$ cat config.mk
export PLATFORM = sky130hd
export DESIGN_NAME = input_data_scheduler
export DESIGN_NICKNAME = d
export VERILOG_FILES = /design/src/rtl/elm_pkg.sv /design/src/rtl/input_index_counter.sv /design/src/rtl/input_data_scheduler.sv
export SDC_FILE = /design/constraint.sdc
export NUM_CORES = 1
export LEC_CHECK = 0
export CORE_UTILIZATION = 35
export DETAILED_ROUTE_END_ITERATION = 8
export HOLD_SLACK_MARGIN = 0.06
export PLACE_DENSITY = 0.72
export SETUP_SLACK_MARGIN = 0.02
export SKIP_LAST_GASP = 1
export SYNTH_ARGS = -nofsm -noshare
export SYNTH_HDL_FRONTEND = slang
export SYNTH_SLANG_ARGS = --single-unit
$ cat constraint.sdc
create_clock -name clk -period 1.8 [get_ports clk]
set_input_delay 0.45 -clock clk [delete_from_list [all_inputs] [get_ports clk]]
set_output_delay 0.45 -clock clk [all_outputs]
set_load 0.05 [all_outputs]
$ cat src/rtl/elm_pkg.sv
// Constants and state encoding shared by the ELM input path: memory wrapper, scheduler and hidden-layer MAC.
package elm_pkg;

   localparam int DEF_NUM_FEAT    = 16;
   localparam int DEF_NUM_HIDDEN  = 10;
   localparam int DEF_NUM_SAMPLES = 16;
   localparam int DEF_ADDR_W      = 8;
   localparam int DEF_FEAT_W      = $clog2(DEF_NUM_FEAT);
   localparam int DEF_NEUR_W      = $clog2(DEF_NUM_HIDDEN);
   localparam int DEF_SAMP_W      = $clog2(DEF_NUM_SAMPLES);

   typedef enum logic [1:0] {
      IDLE  = 2'd0,
      RUN   = 2'd1,
      DRAIN = 2'd2
   } state_e;

endpackage

$ cat src/rtl/input_index_counter.sv
// Nested feature/neuron index counter: feature is the inner loop, neuron advances when feature wraps.
// last_all_o flags the final (feature, neuron) pair of a sweep.
module input_index_counter #(
   parameter int NUM_FEAT   = 16,
   parameter int NUM_HIDDEN = 10,
   parameter int FEAT_W     = 4,
   parameter int NEUR_W     = 4
) (
   input  logic              clk,
   input  logic              rst,
   input  logic              clr_i,
   input  logic              en_i,
   output logic [FEAT_W-1:0] feat_o,
   output logic [NEUR_W-1:0] neur_o,
   output logic              last_feat_o,
   output logic              last_all_o
);

   logic [FEAT_W-1:0] feat_q, feat_d;
   logic [NEUR_W-1:0] neur_q, neur_d;

   assign feat_o      = feat_q;
   assign neur_o      = neur_q;
   assign last_feat_o = (feat_q == FEAT_W'(NUM_FEAT - 1));
   assign last_all_o  = last_feat_o && (neur_q == NEUR_W'(NUM_HIDDEN - 1));

   always_comb begin
      feat_d = feat_q;
      neur_d = neur_q;
      if (clr_i) begin
         feat_d = '0;
         neur_d = '0;
      end else if (en_i) begin
         if (last_feat_o) begin
            feat_d = '0;
            neur_d = last_all_o ? '0 : neur_q + 1'b1;
         end else begin
            feat_d = feat_q + 1'b1;
         end
      end
   end

   always_ff @(posedge clk or posedge rst) begin
      if (rst) begin
         feat_q <= '0;
         neur_q <= '0;
      end else begin
         feat_q <= feat_d;
         neur_q <= neur_d;
      end
   end

endmodule

$ cat src/rtl/input_data_scheduler.sv
// Sweeps the feature bits of one ROM sample once per hidden neuron onto a valid/ready stream.
// Output register loads whenever it is empty or being drained, so a full-rate sink sees one bit per cycle.
module input_data_scheduler
   import elm_pkg::*;
#(
   parameter int NUM_FEAT    = DEF_NUM_FEAT,
   parameter int NUM_HIDDEN  = DEF_NUM_HIDDEN,
   parameter int NUM_SAMPLES = DEF_NUM_SAMPLES,
   parameter int ADDR_W      = DEF_ADDR_W,
   parameter int FEAT_W      = DEF_FEAT_W,
   parameter int NEUR_W      = DEF_NEUR_W,
   parameter int SAMP_W      = DEF_SAMP_W
) (
   input  logic              clk,
   input  logic              rst,
   input  logic              start,
   input  logic              abort,
   input  logic [SAMP_W-1:0] sample_idx,
   output logic [ADDR_W-1:0] mem_addr,
   input  logic              mem_data,
   output logic              busy,
   output logic              done,
   output logic              err,
   output logic              out_valid,
   input  logic              out_ready,
   output logic              out_bit,
   output logic [FEAT_W-1:0] out_feat,
   output logic [NEUR_W-1:0] out_neuron,
   output logic              out_first,
   output logic              out_last_feat,
   output logic              out_last_all
);

   state_e            state_q, state_d;
   logic [ADDR_W-1:0] base_q, base_d;
   logic              vld_q, vld_d, bit_q, bit_d, done_q, done_d, err_q, err_d;
   logic [FEAT_W-1:0] ofeat_q, ofeat_d;
   logic [NEUR_W-1:0] oneur_q, oneur_d;
   logic              first_q, first_d, lfeat_q, lfeat_d, lall_q, lall_d;

   logic              ld, cnt_clr, cnt_en;
   logic [FEAT_W-1:0] feat;
   logic [NEUR_W-1:0] neur;
   logic              last_feat, last_all;

   input_index_counter #(
      .NUM_FEAT  (NUM_FEAT),
      .NUM_HIDDEN(NUM_HIDDEN),
      .FEAT_W    (FEAT_W),
      .NEUR_W    (NEUR_W)
   ) u_idx (
      .clk        (clk),
      .rst        (rst),
      .clr_i      (cnt_clr),
      .en_i       (cnt_en),
      .feat_o     (feat),
      .neur_o     (neur),
      .last_feat_o(last_feat),
      .last_all_o (last_all)
   );

   assign mem_addr      = base_q + ADDR_W'(feat);
   assign busy          = (state_q != IDLE);
   assign done          = done_q;
   assign err           = err_q;
   assign out_valid     = vld_q;
   assign out_bit       = bit_q;
   assign out_feat      = ofeat_q;
   assign out_neuron    = oneur_q;
   assign out_first     = first_q;
   assign out_last_feat = lfeat_q;
   assign out_last_all  = lall_q;

   assign ld = (state_q == RUN) && (!vld_q || out_ready);

   always_comb begin
      state_d = state_q;
      base_d  = base_q;
      vld_d   = vld_q;
      bit_d   = bit_q;
      ofeat_d = ofeat_q;
      oneur_d = oneur_q;
      first_d = first_q;
      lfeat_d = lfeat_q;
      lall_d  = lall_q;
      done_d  = 1'b0;
      err_d   = 1'b0;
      cnt_clr = 1'b0;
      cnt_en  = 1'b0;
      // abort outranks both a fresh start and an in-flight load
      if (abort) begin
         state_d = IDLE;
         vld_d   = 1'b0;
         cnt_clr = 1'b1;
      end else begin
         case (state_q)
            IDLE: begin
               if (start) begin
                  if (32'(sample_idx) < NUM_SAMPLES) begin
                     base_d  = ADDR_W'(32'(sample_idx) * NUM_FEAT);
                     cnt_clr = 1'b1;
                     state_d = RUN;
                  end else begin
                     err_d = 1'b1;
                  end
               end
            end
            RUN: begin
               if (ld) begin
                  cnt_en  = 1'b1;
                  vld_d   = 1'b1;
                  bit_d   = mem_data;
                  ofeat_d = feat;
                  oneur_d = neur;
                  first_d = (feat == '0);
                  lfeat_d = last_feat;
                  lall_d  = last_all;
                  if (last_all) state_d = DRAIN;
               end
            end
            DRAIN: begin
               if (vld_q && out_ready) begin
                  vld_d   = 1'b0;
                  done_d  = 1'b1;
                  state_d = IDLE;
               end
            end
            default: state_d = IDLE;
         endcase
      end
   end

   always_ff @(posedge clk or posedge rst) begin
      if (rst) begin
         state_q <= IDLE;
         base_q  <= '0;
         vld_q   <= 1'b0;
         bit_q   <= 1'b0;
         ofeat_q <= '0;
         oneur_q <= '0;
         first_q <= 1'b0;
         lfeat_q <= 1'b0;
         lall_q  <= 1'b0;
         done_q  <= 1'b0;
         err_q   <= 1'b0;
      end else begin
         state_q <= state_d;
         base_q  <= base_d;
         vld_q   <= vld_d;
         bit_q   <= bit_d;
         ofeat_q <= ofeat_d;
         oneur_q <= oneur_d;
         first_q <= first_d;
         lfeat_q <= lfeat_d;
         lall_q  <= lall_d;
         done_q  <= done_d;
         err_q   <= err_d;
      end
   end

endmodule

Word level (Yosys, flattened, before mapping) --
Cells that the tools add are included.
Storage, ports and cells: flip-flop bits (word level) 28, input port bits 10, output and inout bits 24, logic and storage cells 66
Operators by class: add/subtract/negate cells 3, eq/ne operators 8, mux-type cells 26, bitwise logic cells 1, reductions and logical operators 16
Operators with widths (count):
- $mux 4 | 7
- $mux 1 | 12
- $ne 3x3->1 const B | 4
- $mux 2 | 5
- $reduce_and 3->1 | 3
- $add 4x1->4 const B | 2
- $add 8x4->8 | 1
- $eq 4x4->1 const B | 2
- $pmux 2 s3 | 1
- $reduce_bool 2->1 | 3
- $logic_not 4->1 | 1
- $reduce_and 4->1 | 1
- $logic_and 1x1->1 | 3
- $reduce_bool 3->1 | 1
- $eq 2x1->1 const B | 1
- $eq 2x2->1 const B | 1
- $logic_not 2->1 | 1
- $pmux 1 s2 | 1
- $reduce_and 2->1 | 1
- $logic_not 1->1 | 1
- $logic_or 1x1->1 | 1
- $not 1->1 | 1

Longest topological paths before layout --
depth after elaboration 8, depth in mapped cells 6, gate-level depth less buffers 6

By module --
Synthesis repeated with hierarchy kept, for this count alone.
Unflattened totals: cell total of the unflattened synthesis 111, area, all modules 1366.3 µm²
By module, submodules not included:
- input_data_scheduler | times used 1, cells each 63, area each 902.1 µm², sequential area each 500.5 µm²
- input_index_counter | times used 1, cells each 48, area each 464.2 µm², sequential area each 200.2 µm²

Worst setup path before layout --
Ideal clock, no wire load.
path type register to register, start register u_idx.feat_q[0], in the netlist u_idx.feat_o[0], end register u_idx.neur_q[0], in the netlist u_idx.neur_o[0], library setup time 0.077 ns, arrival time 1.830 ns, data required time 1.723 ns, path slack -0.108 ns, cell stages (with the launch flop) 6, buffers on the path 0, clock period less this slack 1.908 ns, path through dfrtp_1 -> ha_1 -> and3_2 -> nand3_4 -> or4_1 -> a21oi_1
On the way: longest elaborated chain between the ends 6, elaborated cells between the ends (all ways) 8, those cells by class eq/ne: 1; mux: 4; reduce/logical: 3
Ends and longest elaborated chain:
- from (decl) | RTL line input_index_counter.sv:19 | logic [FEAT_W-1:0] feat_q, feat_d;
- from (signal assigned) | RTL line input_index_counter.sv:48 | feat_q <= feat_d;
- $eq 4x4->1 * | RTL line input_index_counter.sv:24 | assign last_feat_o = (feat_q == FEAT_W'(NUM_FEAT - 1));
- $logic_and 1x1->1 | RTL line input_index_counter.sv:25 | assign last_all_o = last_feat_o && (neur_q == NEUR_W'(NUM_HIDDEN - 1));
- $mux 4 | RTL line input_index_counter.sv:36 | neur_d = last_all_o ? '0 : neur_q + 1'b1;
- $mux 4 | RTL line input_index_counter.sv:34 | if (last_feat_o) begin
- $mux 4 | RTL line input_index_counter.sv:33 | end else if (en_i) begin
- $mux 4 | RTL line input_index_counter.sv:30 | if (clr_i) begin
- to (signal assigned) | RTL line input_index_counter.sv:49 | neur_q <= neur_d;
- to (decl) | RTL line input_index_counter.sv:20 | logic [NEUR_W-1:0] neur_q, neur_d;
Mark *: on every way between the ends. The rest lies on a longest branch, timed or not. The select of a mux whose other input is x is not followed. A chain may end at the register's enable or synchronous reset.

Final worst setup path --
start register state_q[0], end output busy
On the way: longest elaborated chain between the ends 1
Ends and longest elaborated chain:
- from (decl) | RTL line input_data_scheduler.sv:34 | state_e state_q, state_d;
- from (signal assigned) | RTL line input_data_scheduler.sv:147 | state_q <= state_d;
- $reduce_bool 2->1 | RTL line input_data_scheduler.sv:63 | assign busy = (state_q != IDLE);
- to (decl) | RTL line input_data_scheduler.sv:21 | output logic busy,
Every way passes these cells.

==> qor.txt <==
run status = finished, final reports clean
gr ovfl total = 0
Via density = 4.92
GR Util met3 = 2.72%
max_cap viols = 0
proportion of layout cells with a drive suffix above 1 = 30.4%
final instance area = 1820 µm²
Post-CTS Setup Bufs = 0
root buf cell = clkbuf_8
Most used DFF post-synth = dfrtp_1
Worst Hold Class = reg2reg
antenna viol nets, final = 0
first drt pass iteration count = 4
DR vias = 1,003
antenna violations before repair = 0
Worst setup EP type = output pin
Worst Hold Launch = out_feat[0]
Crit Path Category = reg2out
Async S/R FF share, synth = 100%
RD Place Congestion = 0.778
CTS tree = done
M2 GR Usage = 27.6%
Clock Path Buffers = 2
# IOs = 34
largest net degree at the start of global routing = 29
htree depth = 1
fin crit period = 1.67 ns
Syn Area/Cell = 11.7 µm²
port bufs = 32
DR WL/cell = 13.1 µm
die height = 63.1 µm
setup violators final = 0
RSZ-0062 raised after global routing = false
register area share after synthesis = 53.6%
placement-stage cell area = 1750 µm²
yosys warns = 0
Leakage = 0.863 nW
Worst Path Required = 1.35 ns
critical path arrival = 1.22 ns
pre-CTS setup slack = -0.124 ns
total power = 1.50 mW
layout-stage area growth over the synthesis result = 39.1%
R2R setup slack = 0.14 ns
drt drc = 0
r2r worst-path depth = 5
first-pass GRT wire length = 4820 µm
Worst Setup Start Kind = flip-flop
Post-Synthesis Net Count = 126
Initial DRC Count = 47
FF-to-FF Start = u_idx.feat_o[1]
drt total wl = 2680 µm
Hold Fails Final Rpt = 0
Worst Hold Depth = 1
Die ar. = 3980 µm²
Max Fclk = 0.598 GHz
GRT Util Overall = 15.7%
hpwl dp = 2080 µm
post-CTS resize count = 0
crit path launch = state_q[0]
total CTS buffers = 3
pwr dens = 823 nW/µm²
row count = 21
initial core utilization = 37.9%
diode count = 0
RR Endpoint = u_idx.neur_o[1]
Post-synth EDFFs = 0
cts hold-fix bufs = 0
core area = 3440 µm²
GR peak layer = met2
clock sinks = 28
worst IR drop on VDD = 369 µV
GR Layer Usage met1 = 18.3%
post-route setup slack = 0.129 ns
crit-path max FO = 8
Skew-Pair Late Insertion Delay = 0.28 ns
Mapped Area = 1310 µm²
clock slew at reported path FFs = 0.09 ns
post-synthesis cell count = 112
Final Cycle Share = 92.9%
register bit total from synthesis = 28
crit path to = busy
Final nets = 173
Final Max Tran Viols = 0
Synth cell types = 36
die width = 63.1 µm
vias in the first global route = 1,033
skew final = 0.00790 ns
## through the flow
stage	TNS, ns	utilization [%]	instances	hold slack [ns]
after floorplan	0	-	112	0.459
after global placement	-0.844	50.7	200	0.470
after detailed placement	-1.46	50.7	200	0.476
after CTS	0	52.8	204	0.499
after global routing	0	52.8	204	0.514
final	0	52.8	204	0.491
## critical path: stages, from the launching register on
cell and delay, ns:
dfrtp_1 0.46, nor2_1 0.23, inv_1 0.06, buf_4 0.19
## kinds of logic after synthesis
family	after synthesis	share of synthesized area, %
flip-flops	28	53.6
XOR/XNOR	3	2.01
multiplexers	14	12.1
AND/OR/NAND/NOR	34	16.1
other	1	0.287
adder cells (fa/ha/maj)	4	3.83
AO/OA/AOI/OAI	16	8.05
buffers and inverters	12	4.02
## sequential cells by signal, indices dropped and copies added (netlist names), 2 cells and up
| register | count |
|---|---|
| base_q | 4 |
| out_feat | 4 |
| out_neuron | 4 |
| u_idx.feat_o | 4 |
| u_idx.neur_o | 4 |
| state_q | 2 |
## metal layers
layer,share of wire (%),up-vias
met5,0,-
met4,2.3,0
met3,3.1,5
met2,53,20
met1,41,492
li1,-,486
## worst min path at each step
stage / end / slack (ns)
2_1_floorplan: state_q[0] / 0.46
3_3_place_gp: out_feat[0] / 0.47
3_5_place_dp: out_feat[0] / 0.48
4_1_cts: out_feat[0] / 0.50
5_1_grt: out_feat[0] / 0.51
6_report: out_feat[0] / 0.49
## synthesized netlist by cell type (4+ instances only)
cell | n | area share [%]
dfrtp_1 | 28 | 54
mux2_1 | 14 | 12
inv_1 | 9 | 2.6
nor2_1 | 7 | 2.0
nand3_1 | 5 | 1.9
a21oi_1 | 4 | 1.5
ha_1 | 4 | 3.8
nand2_1 | 4 | 1.1
## area by class of cell
class                      instances  area, µm²
fill                             307       1630
clock inverter                     1       30.0
tap                               46       57.6
inverter                           9       33.8
sequential                        28        703
clock buffer                       3       41.3
multi-input combinational         72        553
timing repair buffer              45        398
## where the power goes
group / total, mW / internal, mW / switching (mW) / leakage [nW]
clock network: 0.492 / 0.298 / 0.193 / 0.0357
logic: 0.320 / 0.115 / 0.205 / 0.455
registers: 0.684 / 0.663 / 0.0215 / 0.372
## layout by cell type (no fill, tap or decap), types with 2 or more instances in the layout
| master | n |
|---|---|
| mux2_1 | 14 |
| buf_4 | 33 |
| clkbuf_8 | 3 |
| o21ai_0 | 2 |
| clkdlybuf4s50_1 | 9 |
| nor2_1 | 7 |
| or4_1 | 2 |
| nor2b_1 | 2 |
| dfrtp_1 | 26 |
| inv_1 | 9 |
| nand3_1 | 5 |
| nor3_1 | 2 |
| nand2_1 | 4 |
| a21oi_1 | 4 |
| ha_1 | 4 |
| nand4_1 | 2 |
| xnor2_1 | 2 |
| o21ai_1 | 2 |
| buf_12 | 3 |
| nor4_1 | 2 |
| dfrtp_2 | 2 |
(Power assumes the default switching activity.)
